## src/rtl/apb_slave_pkg.sv

```systemverilog
// Shared types, widths and helpers for the APB3 register-file completer.
package apb_slave_pkg;

    // Default bus widths for the register-file slave.
    localparam int DEF_AW = 8;
    localparam int DEF_DW = 8;

    // Width of the wait-state counter (supports 0..15 wait states).
    localparam int CNT_W = 4;

    typedef enum logic [1:0] {
        IDLE = 2'd0,
        WAIT = 2'd1,
        RESP = 2'd2
    } apb_slv_state_e;

    // True when a word address falls outside the implemented memory.
    function automatic logic addr_err(input logic [31:0] addr, input logic [31:0] depth);
        return (addr >= depth);
    endfunction

endpackage

```

## src/rtl/apb_slave_regfile_mem.sv

```systemverilog
// DEPTH x DW flop array: one synchronous write port, one asynchronous read
// port, asynchronously cleared by presetn. Out-of-range reads return zero
// and out-of-range writes are dropped.
module apb_slv_mem
    import apb_slave_pkg::*;
#(
    parameter int AW    = DEF_AW,
    parameter int DW    = DEF_DW,
    parameter int DEPTH = 64
) (
    input  logic          pclk,
    input  logic          presetn,
    input  logic          we,
    input  logic [AW-1:0] waddr,
    input  logic [DW-1:0] wdata,
    input  logic [AW-1:0] raddr,
    output logic [DW-1:0] rdata
);

    localparam int          IW      = (DEPTH > 1) ? $clog2(DEPTH) : 1;
    localparam logic [31:0] DEPTH_U = 32'(DEPTH);

    logic [DW-1:0] mem_r [DEPTH];
    logic          waddr_ok_s;
    logic          raddr_ok_s;

    assign waddr_ok_s = !addr_err(32'(waddr), DEPTH_U);
    assign raddr_ok_s = !addr_err(32'(raddr), DEPTH_U);

    // Storage array: cleared on reset, written on a qualified write strobe.
    always_ff @(posedge pclk or negedge presetn) begin
        if (!presetn) begin
            for (int i = 0; i < DEPTH; i++) begin
                mem_r[i] <= '0;
            end
        end else if (we && waddr_ok_s) begin
            mem_r[waddr[IW-1:0]] <= wdata;
        end
    end

    // Asynchronous read port with zero returned for addresses past the end.
    always_comb begin
        rdata = '0;
        if (raddr_ok_s) begin
            rdata = mem_r[raddr[IW-1:0]];
        end else begin
            rdata = '0;
        end
    end

endmodule

```

## src/rtl/apb_slave_regfile.sv

```systemverilog
// APB3 completer backed by a register-file memory. Transfers are captured in
// the setup phase, optionally stretched by WAIT_CYCLES wait states, and
// answered from registered pready/prdata/pslverr.
module apb_slave_regfile
    import apb_slave_pkg::*;
#(
    parameter int AW          = DEF_AW,
    parameter int DW          = DEF_DW,
    parameter int DEPTH       = 64,
    parameter int WAIT_CYCLES = 0
) (
    input  logic          pclk,
    input  logic          presetn,
    input  logic          psel,
    input  logic          penable,
    input  logic          pwrite,
    input  logic [AW-1:0] paddr,
    input  logic [DW-1:0] pwdata,
    output logic [DW-1:0] prdata,
    output logic          pready,
    output logic          pslverr
);

    localparam logic [31:0]      DEPTH_U   = 32'(DEPTH);
    localparam logic [CNT_W-1:0] CNT_ONE   = CNT_W'(1);
    localparam logic [CNT_W-1:0] CNT_LOAD  = CNT_W'(WAIT_CYCLES);
    localparam logic             ZERO_WAIT = (WAIT_CYCLES == 0);

    apb_slv_state_e   state_r,   state_nxt_s;
    logic [CNT_W-1:0] cnt_r,     cnt_nxt_s;
    logic [AW-1:0]    addr_r,    addr_nxt_s;
    logic             write_r,   write_nxt_s;
    logic [DW-1:0]    wdata_r,   wdata_nxt_s;
    logic             err_r,     err_nxt_s;
    logic [DW-1:0]    prdata_r,  prdata_nxt_s;
    logic             pready_r,  pready_nxt_s;
    logic             pslverr_r, pslverr_nxt_s;

    logic             setup_err_s;
    logic             mem_we_s;
    logic [AW-1:0]    mem_raddr_s;
    logic [DW-1:0]    mem_rdata_s;

    assign prdata  = prdata_r;
    assign pready  = pready_r;
    assign pslverr = pslverr_r;

    assign setup_err_s = addr_err(32'(paddr), DEPTH_U);
    // In IDLE the live setup address feeds the read port so a zero-wait
    // read can register its data on the setup edge; afterwards the latch.
    assign mem_raddr_s = (state_r == IDLE) ? paddr : addr_r;

    apb_slv_mem #(
        .AW    (AW),
        .DW    (DW),
        .DEPTH (DEPTH)
    ) u_mem (
        .pclk    (pclk),
        .presetn (presetn),
        .we      (mem_we_s),
        .waddr   (addr_r),
        .wdata   (wdata_r),
        .raddr   (mem_raddr_s),
        .rdata   (mem_rdata_s)
    );

    // Next-state, setup latch, wait counter and response values.
    always_comb begin
        state_nxt_s   = state_r;
        cnt_nxt_s     = cnt_r;
        addr_nxt_s    = addr_r;
        write_nxt_s   = write_r;
        wdata_nxt_s   = wdata_r;
        err_nxt_s     = err_r;
        prdata_nxt_s  = prdata_r;
        pready_nxt_s  = pready_r;
        pslverr_nxt_s = pslverr_r;
        mem_we_s      = 1'b0;

        case (state_r)
            IDLE: begin
                if (psel && !penable) begin
                    addr_nxt_s  = paddr;
                    write_nxt_s = pwrite;
                    wdata_nxt_s = pwdata;
                    err_nxt_s   = setup_err_s;
                    if (ZERO_WAIT) begin
                        state_nxt_s   = RESP;
                        pready_nxt_s  = 1'b1;
                        pslverr_nxt_s = setup_err_s;
                        prdata_nxt_s  = (pwrite || setup_err_s) ? '0 : mem_rdata_s;
                    end else begin
                        cnt_nxt_s   = CNT_LOAD;
                        state_nxt_s = WAIT;
                    end
                end else begin
                    // No setup phase (including a stray penable): stay idle.
                    state_nxt_s = IDLE;
                end
            end
            WAIT: begin
                if (!psel) begin
                    state_nxt_s = IDLE;
                    cnt_nxt_s   = '0;
                end else if (penable) begin
                    if (cnt_r == CNT_ONE) begin
                        state_nxt_s   = RESP;
                        cnt_nxt_s     = '0;
                        pready_nxt_s  = 1'b1;
                        pslverr_nxt_s = err_r;
                        prdata_nxt_s  = (write_r || err_r) ? '0 : mem_rdata_s;
                    end else begin
                        cnt_nxt_s = cnt_r - CNT_ONE;
                    end
                end else begin
                    state_nxt_s = WAIT;
                end
            end
            RESP: begin
                if (!psel) begin
                    // Abort: drop the response without touching memory.
                    state_nxt_s   = IDLE;
                    pready_nxt_s  = 1'b0;
                    pslverr_nxt_s = 1'b0;
                    prdata_nxt_s  = '0;
                end else if (penable) begin
                    // Completion edge: commit a clean write, clear outputs.
                    mem_we_s      = write_r && !err_r;
                    state_nxt_s   = IDLE;
                    pready_nxt_s  = 1'b0;
                    pslverr_nxt_s = 1'b0;
                    prdata_nxt_s  = '0;
                end else begin
                    state_nxt_s = RESP;
                end
            end
            default: begin
                state_nxt_s   = IDLE;
                cnt_nxt_s     = '0;
                pready_nxt_s  = 1'b0;
                pslverr_nxt_s = 1'b0;
                prdata_nxt_s  = '0;
            end
        endcase
    end

    // FSM state register.
    always_ff @(posedge pclk or negedge presetn) begin
        if (!presetn) begin
            state_r <= IDLE;
        end else begin
            state_r <= state_nxt_s;
        end
    end

    // Wait counter, setup latch and registered bus outputs.
    always_ff @(posedge pclk or negedge presetn) begin
        if (!presetn) begin
            cnt_r     <= '0;
            addr_r    <= '0;
            write_r   <= 1'b0;
            wdata_r   <= '0;
            err_r     <= 1'b0;
            prdata_r  <= '0;
            pready_r  <= 1'b0;
            pslverr_r <= 1'b0;
        end else begin
            cnt_r     <= cnt_nxt_s;
            addr_r    <= addr_nxt_s;
            write_r   <= write_nxt_s;
            wdata_r   <= wdata_nxt_s;
            err_r     <= err_nxt_s;
            prdata_r  <= prdata_nxt_s;
            pready_r  <= pready_nxt_s;
            pslverr_r <= pslverr_nxt_s;
        end
    end

endmodule

```

## config.mk

```make
export PLATFORM = sky130hd
export DESIGN_NAME = apb_slave_regfile
export DESIGN_NICKNAME = d
export VERILOG_FILES = /design/src/rtl/apb_slave_pkg.sv /design/src/rtl/apb_slave_regfile_mem.sv /design/src/rtl/apb_slave_regfile.sv
export SDC_FILE = /design/constraint.sdc
export NUM_CORES = 1
export LEC_CHECK = 0
export BUFFER_PORTS_ARGS = -buffer_cell sky130_fd_sc_hd__buf_2
export CORE_MARGIN = 4
export CORE_UTILIZATION = 45
export CTS_BUF_LIST = sky130_fd_sc_hd__clkbuf_4 sky130_fd_sc_hd__clkbuf_8 sky130_fd_sc_hd__clkbuf_16
export DETAILED_ROUTE_END_ITERATION = 16
export GPL_TIMING_DRIVEN = 0
export SLEW_MARGIN = 0
export SYNTH_ARGS = -nofsm -noshare
export SYNTH_HDL_FRONTEND = slang
export SYNTH_SLANG_ARGS = --single-unit
```

## constraint.sdc

```tcl
create_clock -name pclk -period 2.5 [get_ports pclk]
set_input_delay 0.25 -clock pclk [delete_from_list [all_inputs] [get_ports pclk]]
set_output_delay 0.25 -clock pclk [all_outputs]
set_load 0.05 [all_outputs]
```

=== After elaboration in Yosys (flattened, before gate mapping) ===
Cells that the tools add are included.

* Register bits: 546
* Input port bits: 21
* Output and inout bits: 10
* Logic and storage cells: 150

* Add/subtract/negate cells: 1
* Magnitude comparators: 6
* Equality and inequality tests: 10
* Multiplexer cells: 43
* Bitwise operators: 3
* Reductions and logical operators: 14

{| class="wikitable"
|+ Operators with widths
! cell !! number
|-
| bitwise mux 512 bit || 1
|-
| two-way mux 8 bit || 13
|-
| binary-select mux 8 bit (select 6 bit) || 1
|-
| demux 8 bit (select 6 bit) || 1
|-
| >= comparator 8 x 7 -> 1 bit (second input constant) || 3
|-
| case mux 8 bit (3 select lines) || 1
|-
| >= comparator 7 bit (second input constant) || 2
|-
| inverter 6 -> 7 bit || 2
|-
| two-way mux 1 bit || 13
|-
| two-way mux 2 bit || 6
|-
| two-way mux 4 bit || 3
|-
| case mux 4 bit (2 select lines) || 1
|-
| < comparator 7 x 1 -> 1 bit (second input constant) || 1
|-
| != test 2 bit (second input constant) || 3
|-
| != test 3 bit (second input constant) || 2
|-
| case mux 1 bit (3 select lines) || 2
|-
| case mux 2 bit (3 select lines) || 1
|-
| AND reduction 5 bit || 1
|-
| equality test 4 x 1 -> 1 bit (second input constant) || 1
|-
| logical AND 1 bit || 4
|-
| != test 4 bit (second input constant) || 1
|-
| AND reduction 2 bit || 2
|-
| subtractor 4 x 1 -> 4 bit (second input constant) || 1
|-
| zero test 1 bit || 3
|-
| 7 further kinds || 8
|}

=== Logic depth before layout (Yosys ltp) ===
Gate-level depths: netlist (run 1).

* Depth in word-level cells: 12
* Gate-level depth with buffers: 12
* Mapped depth without buffers: 8

=== By module ===
A second synthesis (run 1) with hierarchy kept.

* Cell total of the unflattened synthesis: 1,650
* Area, all modules: 25,308.0 um^2

{| class="wikitable"
|+ Modules (own cells, without submodules)
! module !! times used !! cells an instance !! area an instance (um^2) !! sequential area each (um^2)
|-
| apb_slv_mem || 1 || 1,512 || 23,651.4 || 12,812.3
|-
| apb_slave_regfile || 1 || 138 || 1,656.6 || 850.8
|}

=== Worst setup path after synthesis (run 1) ===
Ideal clock, no wire load.

* Path kind: reg2reg
* Start point: reg state_r[1]
* End point: reg prdata_r[2], in the netlist prdata[2]
* Setup time: 0.129 ns
* Arrival: 2.483 ns
* Data required time: 2.371 ns
* Path slack: -0.112 ns
* Stages on the path, launching flop included: 9
* Buffers on the path: 2
* Period minus slack after synthesis: 2.612 ns
* Cells stage by stage: dfrtp_1 -> or3b_1 -> buf_2 -> nand2_8 -> buf_2 -> mux4_2 -> a22oi_1 -> a31oi_1 -> a2111o_1

* Longest elaborated chain between the ends: 12
* Elaborated cells between the ends (all ways): 23
* Those cells by class: order compare: 1; eq/ne: 7; mux: 12; bitwise: 1; reduce/logical: 2

{| class="wikitable"
|+ RTL lines
! item !! line !! source
|-
| start: declaration || apb_slave_regfile.sv:29 || <nowiki>apb_slv_state_e state_r, state_nxt_s;</nowiki>
|-
| start signal: assignment || apb_slave_regfile.sv:152 || <nowiki>state_r <= state_nxt_s;</nowiki>
|-
| zero test 2 bit || apb_slave_regfile.sv:51, apb_slave_regfile.sv:80 ||
|-
| two-way mux 8 bit || apb_slave_regfile.sv:51 || <nowiki>assign mem_raddr_s = (state_r == IDLE) ? paddr : addr_r;</nowiki>
|-
| inverter 6 -> 7 bit (not written as such) || apb_slave_regfile_mem.sv:45 || <nowiki>rdata = mem_r[raddr[IW-1:0]];</nowiki>
|-
| binary-select mux 8 bit (select 6 bit) || apb_slave_regfile_mem.sv:45 ||
|-
| two-way mux 8 bit (not written as such) (2 in a row) || apb_slave_regfile_mem.sv:45 ||
|-
| two-way mux 8 bit || apb_slave_regfile_mem.sv:44 || <nowiki>if (raddr_ok_s) begin</nowiki>
|-
| two-way mux 8 bit || apb_slave_regfile.sv:111 || <nowiki>prdata_nxt_s = (write_r || err_r) ? '0 : mem_rdata_s;</nowiki>
|-
| two-way mux 8 bit || apb_slave_regfile.sv:106 || <nowiki>if (cnt_r == CNT_ONE) begin</nowiki>
|-
| two-way mux 8 bit || apb_slave_regfile.sv:105 || <nowiki>end else if (penable) begin</nowiki>
|-
| two-way mux 8 bit || apb_slave_regfile.sv:102 || <nowiki>if (!psel) begin</nowiki>
|-
| case mux 8 bit (3 select lines) || apb_slave_regfile.sv:80 || <nowiki>case (state_r)</nowiki>
|-
| end signal: assignment || apb_slave_regfile.sv:173 || <nowiki>prdata_r <= prdata_nxt_s;</nowiki>
|-
| end: declaration || apb_slave_regfile.sv:35 || <nowiki>logic [DW-1:0] prdata_r, prdata_nxt_s;</nowiki>
|}

Several ways; a longest one is shown, not always the timed one. The select of a mux whose other input is x is not followed.
A chain may end at the register's enable or synchronous reset.

=== Worst setup path after layout (run 1) ===
* Start point: reg state_r[0]
* End point: reg prdata_r[7], in the netlist prdata[7]

The elaborated chain is that of the path after synthesis.

==> results of run 1 <==
## synthesized netlist by cell type (all sizes together), types with 9 or more instances
| library cell | instances | share of area |
|---|---|---|
| a211oi | 44 | 0.013 |
| a21oi | 22 | 0.0043 |
| a22oi | 12 | 0.0035 |
| a311oi | 23 | 0.0079 |
| a31oi | 25 | 0.0061 |
| and3 | 38 | 0.0093 |
| buf | 56 | 0.013 |
| clkbuf | 92 | 0.013 |
| dfrtp | 546 | 0.53 |
| mux2 | 530 | 0.23 |
| mux2i | 46 | 0.018 |
| mux4 | 46 | 0.040 |
| nand2 | 232 | 0.035 |
| nand3 | 50 | 0.010 |
| nand4 | 23 | 0.0056 |
| nor2 | 78 | 0.016 |
| nor3 | 9 | 0.0020 |
| o21ai | 14 | 0.0032 |
## where the power goes
part,leakage [uW],switching [uW],internal [uW],total [uW]
logic,0.00615,2390,884,3270
clock network,0.00102,3740,5440,9180
registers,0.00758,68.0,8930,8990
total,0.0147,6200,15300,21400
## registers in the layout, indices dropped and copies added (netlist names)
register	flops
pready	1
err_r	1
write_r	1
cnt_r	4
pslverr	1
wdata_r	8
state_r	2
u_mem.mem_r	512
addr_r	8
prdata	8
## cell type report
| type | count | area share |
|---|---|---|
| Clock inverter | 23 | 0.00842 |
| Antenna cell | 5 | 0.000392 |
| Tap cell | 756 | 0.0296 |
| Multi-Input combinational cell | 1289 | 0.390 |
| Buffer | 147 | 0.0339 |
| Inverter | 7 | 0.000823 |
| Timing Repair Buffer | 144 | 0.0535 |
| Clock buffer | 85 | 0.0556 |
| Sequential cell | 546 | 0.428 |
## worst max path at each step
stage,endpoint,slack [ns],cells past startpoint
5_1_grt,prdata[2],-0.54,10
2_1_floorplan,prdata[3],0.02,9
3_5_place_dp,prdata[2],-1.91,9
6_report,prdata[7],-0.52,12
4_1_cts,prdata[2],-0.50,10
3_3_place_gp,u_mem.mem_r[50],-9.85,1
## worst reg2reg max path: stages (launching register included)
cell	delay [ns]
dfrtp_2	0.45
or3b_4	0.41
buf_12	0.17
nand2_8	0.12
buf_12	0.15
buf_6	0.16
buf_12	0.17
buf_12	0.16
mux2i_4	0.25
nor3_1	0.07
nor4_1	0.38
a31oi_2	0.20
o211a_1	0.18
## stage by stage
| step | util | setup TNS (ns) | hold slack (ns) | instances |
|---|---|---|---|---|
| 2_1_floorplan | - | 0 | -0.0456 | 1990 |
| 3_3_place_gp | 0.474 | -5535.56 | 0.460 | 2775 |
| 3_5_place_dp | 0.476 | -211.28 | 0.289 | 2779 |
| 4_1_cts | 0.553 | -4.18 | 0.0414 | 2971 |
| 5_1_grt | 0.566 | -5.06 | 0.132 | 2997 |
| 6_report | 0.567 | -4.05 | 0.0733 | 3002 |
## layer usage
| metal | vias to the layer above | global-route usage | part of all wire |
|---|---|---|---|
| li1 | 7717 | - | - |
| met1 | 9988 | 0.413 | 0.41 |
| met2 | 969 | 0.473 | 0.46 |
| met3 | 269 | 0.0583 | 0.081 |
| met4 | 0 | 0.151 | 0.057 |
| met5 | - | 0 | 0 |
## repair_timing
action,CTS,global route
hold buffers,21,0
hold endpoints to repair,101,0
setup buffers,63,24
cloned,1,2
gates resized for setup,289,111
pin swaps,58,38
setup endpoints to repair,522,345
## cells by family (layout without fill, tap and decap cells)
group | after synthesis | count (layout)
multiplexers | 622 | 622
flip-flops | 546 | 546
AND/OR/NAND/NOR | 467 | 467
AO/OA/AOI/OAI | 198 | 198
buffers and inverters | 155 | 406
adder cells (fa/ha/maj) | 2 | 2
other | 0 | 5
==> out/metrics.yaml, run 1 <==
synth_top_family_by_area: "multiplexers"
cpMaxStageDelayCell: "dfrtp_2"
cp_top_family: "simple AND/OR/NAND/NOR gates"
nets: 2217
startpoint: "state_r[0]"
mostFrequentLayoutCells: "545 x dfrtp_1, 529 x mux2_2, 201 x nand2_1"
drt-total-wl_um: 93500
timing.rr.start: "state_r[0]"
startpoint_type: "flip-flop"
clockBufferDepth: 3
synth-compound-area-share: 0.0595
cts_tree: "built"
drtAntennaViolNets: 0
critical-path-max-stage-delay_ns: 0.45
layout-drive-gt1-share: 0.482
drt_iter0_markers: 1788
ys_ff_latch: 546
path_buf_inv: 5
drc: 0
syn_area_sq_mm: 0.0256
crit_chain: "or3b_4, buf_12, nand2_8, buf_12, buf_6, buf_12, buf_12, mux2i_4, nor3_1, nor4_1, a31oi_2, o211a_1"
ir_worst_vdd_v: 0.000650
synth_edf_count: 0
p_leak_uw: 0.0147
status: "complete, but fails checks"
powerDensity_mw_per_mm2: 671
synth-simple-area-share: 0.0878
crit_path_max_fanout: 8
hp-start: "penable"
path_class: "reg2reg"
worst_pin_slew_ns: 1.17
syn_to_final_growth_pct: 24.7
grt_max_degree: 120
fillers: 4660
cp.required_ns: 3.00
final_common_cell: "dfrtp_1"
setup_viol: 23
fin_crit_sh: 1.21
dr.pass1.iters: 7
clkSlewWorstSetupHoldPaths_ns: 0.07
port_buffers: 29
placed_area_sq_mm: 0.0269
seq_area_frac_synth: 0.533
clk_latency_ns: 0.64
max_cap_viol_count: 0
wl_per_cell_um: 31.1
synthArstFlopShare: 1.00
grt-ovfl-total: 0
cts_buffers: 59
synth-adder-area-share: 0.000977
post-route-min-period_ns: 3.02
seqCellArea_sq_mm: 0.0137
multi_input_area_sq_mm: 0.0125
finalHoldViolations: 0
postSynthCellCount: 1990
r2r_slack_ns: -0.52
core_sq_mm: 0.0564
vias_per_cell: 6.31
fin_ws_ns: -0.519
place_ws_ns: -1.91
worst_setup_path_end_kind: "flip-flop"
cts_sinks: 546
ff2ff_path_depth: 12
r2r_end: "prdata[7]"
syn_avg_cell_area_sq_um: 12.9
power_uw: 21400
die_area_sq_mm: 0.0608
dpl.hpwl_um: 63200
h-tree-depth: 2
grt_antenna_before_repair: 6
rsz0062_at_grt: "yes"
violations: "negative setup slack"
yosysWarningCount: 0
relSlewSlack: 0.223
grt_pass1_vias: 18800
fmax_mhz: 331
gp_congestion: 0.991
hold_path.class: "in2reg"
cp_common_cell: "buf_12"
routed-via-count: 18900
synth_fp_nets: 2013
io_pins: 31
synthDistinctLibCells: 68
grtUsageTotal: 0.305
num_rows: 87
cp.arrival_ns: 3.52
initial_core_util: 0.454
finalInstanceArea_sq_mm: 0.0319
die-width_um: 247
hold_depth: 4
drv_slew: 0
die_y_um: 247
ys.flop_type: "dfrtp_1"
cts_root_buf: "clkbuf_16"
synthMuxAreaShare: 0.291
grt_pass1_wl_um: 134000
min_to: "cnt_r[1]"
skew_ns: 0.0268
synth_xor_area_frac: 0
Power figures use the tool's default switching activity.
==> run 2: changes to the inputs <==
- CORE_UTILIZATION: 45 -> 29
- PLACE_DENSITY: unset -> 0.46
==> run 2 against run 1 <==
Net effect: the run still ends with negative setup slack left; highest routed layer is now met5; power increased by 1.2%; critical endpoint unchanged; clock power increased by 0.4%; die area increased by 53%; routed wire length increased by 7.8%.
==> out/metrics.yaml, run 2 (synthesis results as in run 1) <==
pwr-share-clk: 0.425  # was 0.428
gp_congestion: 0.982  # was 0.991
skew_ns: 0.0236  # was 0.0268 ns
status: "complete, but fails checks"  # unchanged
relSlewSlack: 0.313  # was 0.223
finalInstanceArea_sq_mm: 0.0327  # was 0.0319 sq mm
worst_pin_slew_ns: 1.02  # was 1.17 ns
grt_pass1_vias: 19100  # was 18800
cts_root_buf: "clkbuf_16"  # unchanged
cts_buffers: 60  # was 59
netSwitchingPower_uw: 6400  # was 6200 uW
fmax_mhz: 322  # was 331 MHz
worst_setup_path_end_kind: "flip-flop"  # unchanged
clockBufferDepth: 3  # unchanged
seqPwrFrac: 0.414  # was 0.419
cp.arrival_ns: 3.61  # was 3.52 ns
startpoint_type: "flip-flop"  # unchanged
mostFrequentLayoutCells: "544 x dfrtp_1, 530 x mux2_2, 202 x nand2_1"  # was 545 x dfrtp_1, 529 x mux2_2, 201 x nand2_1
wl_per_cell_um: 29.6  # was 31.1 um
grt_pass1_wl_um: 144000  # was 134000 um
cts_sinks: 546  # unchanged
placed_area_sq_mm: 0.0273  # was 0.0269 sq mm
ir_worst_vdd_v: 0.000544  # was 0.000650 V
largest_reg_flops: 512  # unchanged
fin_crit_sh: 1.24  # was 1.21
finalHoldViolations: 0  # unchanged
clk_latency_ns: 0.64  # about the same
hold_path.class: "in2reg"  # unchanged
die_area_sq_mm: 0.0932  # was 0.0608 sq mm
initial_core_util: 0.294  # was 0.454
swShare: 0.295  # was 0.289
drt_iter0_markers: 1396  # was 1788
max_cap_viol_count: 0  # unchanged
grt_antenna_before_repair: 6  # unchanged
die-width_um: 305  # was 247 um
drv_slew: 0  # unchanged
fin_ws_ns: -0.607  # was -0.519 ns
p_leak_uw: 0.0148  # was 0.0147 uW
vias_per_cell: 5.41  # was 6.31
utilization: 0.375  # was 0.567
final_common_cell: "dfrtp_1"  # unchanged
grt_max_degree: 118  # was 120
drtAntennaViolNets: 0  # unchanged
drt-total-wl_um: 101000  # was 93500 um
dr.pass1.iters: 5  # was 7
core_sq_mm: 0.0872  # was 0.0564 sq mm
cp.required_ns: 3.00  # about the same
routed-via-count: 18400  # was 18900
die_y_um: 305  # was 247 um
grtUsageTotal: 0.213  # was 0.305
grt-ovfl-total: 0  # unchanged
h-tree-depth: 2  # unchanged
cts_tree: "built"  # unchanged
dpl.hpwl_um: 69700  # was 63200 um
combPwrFrac: 0.161  # was 0.152
top_register: "u_mem.mem_r"  # unchanged
clkSlewWorstSetupHoldPaths_ns: 0.06  # was 0.07 ns
post-route-min-period_ns: 3.11  # was 3.02 ns
path_class: "reg2reg"  # unchanged
power.internal_uw: 15300  # about the same
fillers: 8348  # was 4660
setup_viol: 8  # was 23
rsz0062_at_grt: "yes"  # unchanged
syn_to_final_growth_pct: 27.5  # was 24.7%
io_pins: 31  # unchanged
drc: 0  # unchanged
violations: "negative setup slack"  # unchanged
num_rows: 108  # was 87
crit_path_max_fanout: 10  # was 8
powerDensity_mw_per_mm2: 664  # was 671 mW/mm^2
nets: 2221  # was 2217
layout-drive-gt1-share: 0.486  # was 0.482
port_buffers: 29  # unchanged
run 2: cell count changes in the layout (fill, tap and decap cells not counted), moves of 4 or more:
cell / change
buf_4: -4
mux2i_1: +4
clkbuf_8: +5
buf_6: +7
nand2_4: -4
run 2: worst paths after layout:
check | startpoint | endpoint | slack (ns) | cells past startpoint
worst min-delay path | penable | cnt_r[1] | 0.06 | 4
worst max register to register | state_r[1] | prdata[7] | -0.61 | 10
min in group asynchronous | presetn | u_mem.mem_r[409] | 0.27 | 2
max in group asynchronous | presetn | u_mem.mem_r[363] | 0.57 | 4
worst max-delay path | state_r[1] | prdata[7] | -0.61 | 10
worst min register to register | pslverr | pslverr | 0.48 | 2
run 2: layer usage:
metal | vias to the layer above | GRT usage | part of all wire
li1 | 7716 | - | -
met1 | 9798 | 0.284 | 0.42
met2 | 652 | 0.329 | 0.45
met3 | 256 | 0.0456 | 0.067
met4 | 4 | 0.106 | 0.059
met5 | - | 0 | 0.00032
run 2: layout make-up:
class,count,area [sq um],share of cell area
Sequential cell,546,13700,0.418
Multi-Input combinational cell,1289,12600,0.384
Clock buffer,92,1870,0.0573
Timing Repair Buffer,148,1820,0.0556
Tap cell,1155,1450,0.0442
Buffer,146,1110,0.0339
Clock inverter,19,176,0.00540
Inverter,7,26.3,0.000804
Antenna cell,2,5.00,0.000153
run 2: power groups by stage:
stage	registers, uW	clock network (uW)	logic (uW)
global route	9000	9750	3610
CTS	8990	9370	3240
global placement	9150	0	2760
floorplan	9160	0	1240
detailed placement	9140	0	2800
finish	8990	9220	3490
run 2: critical path, stage by stage, from the launching register on:
cell	delay, ns
dfrtp_2	0.45
or3b_4	0.42
buf_12	0.16
buf_12	0.13
buf_2	0.22
and3_1	0.24
a211oi_4	0.22
a31oi_2	0.10
a311oi_2	0.47
o221ai_2	0.23
o211a_1	0.33
run 2: timing repair:
item | 4_1_cts | 5_1_grt
endpoints found under the setup margin | 532 | 480
gates resized for setup | 318 | 117
cloned | 3 | 1
setup buffers | 61 | 32
pin swaps | 64 | 35
endpoints found under the hold margin | 137 | 0
hold buffers | 21 | 0
run 2: stage by stage:
| step | instances | power (uW) | hold slack [ns] | setup TNS (ns) | worst slack [ns] |
|---|---|---|---|---|---|
| final | 3404 | 21700 | 0.0598 | -4.10 | -0.607 |
| after global routing | 3402 | 22400 | 0.0841 | -4.22 | -0.634 |
| after CTS | 3372 | 21600 | 0.0194 | -5.31 | -0.533 |
| after detailed placement | 3178 | 11900 | 0.404 | -249.58 | -1.96 |
| after global placement | 3174 | 11900 | 0.459 | -5743.63 | -10.16 |
| after floorplan | 1990 | 10400 | -0.0456 | 0 | 0.0210 |
==> run 3: changes to the inputs <==
- CELL_PAD_IN_SITES_DETAIL_PLACEMENT: unset -> 1
- CELL_PAD_IN_SITES_GLOBAL_PLACEMENT: unset -> 1
- PLACE_DENSITY: 0.46 -> 0.53
==> run 3 against run 2 <==
Net effect: the run ends with max-capacitance violations, max-slew violations, negative setup slack left; non-clock buffer count rose by 9; fmax increased by 3.3%; first-iteration DRC count decreased by 0.93%; routed wire length increased by 4.3%; worst setup slack improved by 0.098 ns; utilization about the same; combinational power down 2%; clock skew up 0.014 ns; design area rose by 0.12%; worst hold slack improved by 0.030 ns; highest routed layer is now met4; largest cell class unchanged.
==> out/metrics.yaml, run 3 (synthesis results as in run 1) <==
wl_per_cell_um: 30.8  # was 29.6 um
cts_root_buf: "clkbuf_16"  # unchanged
r2r_slack_ns: -0.51  # was -0.61 ns
crit_path_max_fanout: 8  # was 10
cp.arrival_ns: 3.52  # was 3.61 ns
seqPwrFrac: 0.403  # was 0.414
nets: 2231  # was 2221
routed-via-count: 18500  # was 18400
hold_path.class: "in2async"  # was in2reg
grt_pass1_wl_um: 149000  # was 144000 um
grt-ovfl-total: 0  # unchanged
layout-drive-gt1-share: 0.488  # was 0.486
clockBufferDepth: 3  # unchanged
netSwitchingPower_uw: 6470  # was 6400 uW
swShare: 0.290  # was 0.295
place_ws_ns: -1.89  # was -1.96 ns
top_register: "u_mem.mem_r"  # unchanged
grt_max_degree: 122  # was 118
drt-total-wl_um: 105000  # was 101000 um
dpl.hpwl_um: 73600  # was 69700 um
drv_slew: 11  # was 0
die_area_sq_mm: 0.0932  # unchanged
ir_worst_vdd_v: 0.000579  # was 0.000544 V
violations: "max-capacitance violations, max-slew violations, negative setup slack"  # was negative setup slack
port_buffers: 29  # unchanged
power.internal_uw: 15900  # was 15300 uW
grt_antenna_before_repair: 6  # unchanged
fin_ws_ns: -0.509  # was -0.607 ns
setup_viol: 8  # unchanged
combPwrFrac: 0.153  # was 0.161
status: "complete, but fails checks"  # unchanged
io_pins: 31  # unchanged
clk_latency_ns: 0.65  # was 0.64 ns
hold_slack_ns: 0.0898  # was 0.0598 ns
final_common_cell: "dfrtp_1"  # unchanged
core_sq_mm: 0.0872  # unchanged
syn_to_final_growth_pct: 27.7  # was 27.5%
initial_core_util: 0.294  # unchanged
cp.required_ns: 3.01  # was 3.00 ns
drtAntennaViolNets: 0  # unchanged
worst_pin_slew_ns: 1.56  # was 1.02 ns
cts_sinks: 546  # unchanged
finalHoldViolations: 0  # unchanged
grt_pass1_vias: 19800  # was 19100
post-route-min-period_ns: 3.01  # was 3.11 ns
startpoint_type: "flip-flop"  # unchanged
clkSlewWorstSetupHoldPaths_ns: 0.06  # about the same
die-width_um: 305  # unchanged
p_leak_uw: 0.0149  # was 0.0148 uW
ff2ff_path_depth: 10  # unchanged
rsz0062_at_grt: "yes"  # unchanged
pwr-share-clk: 0.444  # was 0.425
die_y_um: 305  # unchanged
powerDensity_mw_per_mm2: 683  # was 664 mW/mm^2
mostFrequentLayoutCells: "544 x dfrtp_1, 530 x mux2_2, 197 x nand2_1"  # was 544 x dfrtp_1, 530 x mux2_2, 202 x nand2_1
fmax_mhz: 332  # was 322 MHz
drc: 0  # unchanged
cts_buffers: 61  # was 60
grtUsageTotal: 0.222  # was 0.213
h-tree-depth: 2  # unchanged
num_rows: 108  # unchanged
gp_congestion: 0.932  # was 0.982
largest_reg_flops: 512  # unchanged
timing.rr.start: "state_r[0]"  # was state_r[1]
fin_crit_sh: 1.20  # was 1.24
worst_setup_path_end_kind: "flip-flop"  # unchanged
max_cap_viol_count: 1  # was 0
r2r_end: "prdata[1]"  # was prdata[7]
vias_per_cell: 5.41  # about the same
cts_tree: "built"  # unchanged
dr.pass1.iters: 5  # unchanged
drt_iter0_markers: 1383  # was 1396
power_uw: 22300  # was 21700 uW
relSlewSlack: -0.0408  # was 0.313
skew_ns: 0.0373  # was 0.0236 ns
path_class: "reg2reg"  # unchanged
## run 3: how the worst max path moves through the flow
stage,startpoint,to,cells after the start
6_report,state_r[0],prdata[1],10
5_1_grt,state_r[0],prdata[2],9
4_1_cts,state_r[1],prdata[5],10
3_5_place_dp,state_r[0],prdata[5],9
3_3_place_gp,presetn,u_mem.mem_r[13],1
2_1_floorplan,state_r[1],prdata[3],9
## run 3: power by group through the flow
stage                     clock, uW  sequential, uW  combinational, uW
after floorplan                   0            9160               1240
after global placement            0            9150               2740
after detailed placement          0            9150               2810
after CTS                     10100            8990               3240
after global routing          10500            9000               3530
final                          9920            9000               3410
## run 3: timing repair
| action | 4_1_cts | 5_1_grt |
|---|---|---|
| pin swaps | 61 | 43 |
| hold buffers | 21 | 0 |
| gates cloned | 1 | 1 |
| buffers inserted | 70 | 31 |
| resized for setup | 314 | 102 |
| hold endpoints to repair | 255 | 0 |
| setup endpoints to repair | 522 | 433 |
## run 3: worst max-delay path: stages (launching register included)
cell	delay [ns]
dfrtp_2	0.44
or3b_1	0.39
buf_6	0.17
nand2_8	0.14
buf_16	0.17
buf_16	0.17
buf_12	0.16
mux4_2	0.54
nand2_2	0.11
a311oi_4	0.13
a2111o_1	0.42
## run 3: cell type report
cell class                      count  area, sq um
Antenna cell                        2         5.00
Buffer                            145         1120
Clock buffer                       95         1890
Clock inverter                     19          328
Fill cell                        9185        54400
Inverter                            7         26.3
Multi-Input combinational cell   1289        12500
Sequential cell                   546        13700
Tap cell                         1155         1450
Timing Repair Buffer              158         1750
## run 3: per-stage QoR
step	TNS, ns	util	cell area, sq um	cells
4_1_cts	-4.99	0.367	32000	3385
2_1_floorplan	0	-	25600	1990
3_3_place_gp	-5901.03	0.312	27200	3174
5_1_grt	-4.04	0.375	32700	3414
3_5_place_dp	-374.70	0.314	27400	3180
6_report	-3.58	0.375	32700	3416
## run 3: routing by layer
metal  vias up  share of wire  GRT usage
met5         -              0          0
met4         0          0.041     0.0813
met3       166          0.047     0.0342
met1     10100           0.44      0.298
met2       476           0.47      0.365
li1       7728              -          -
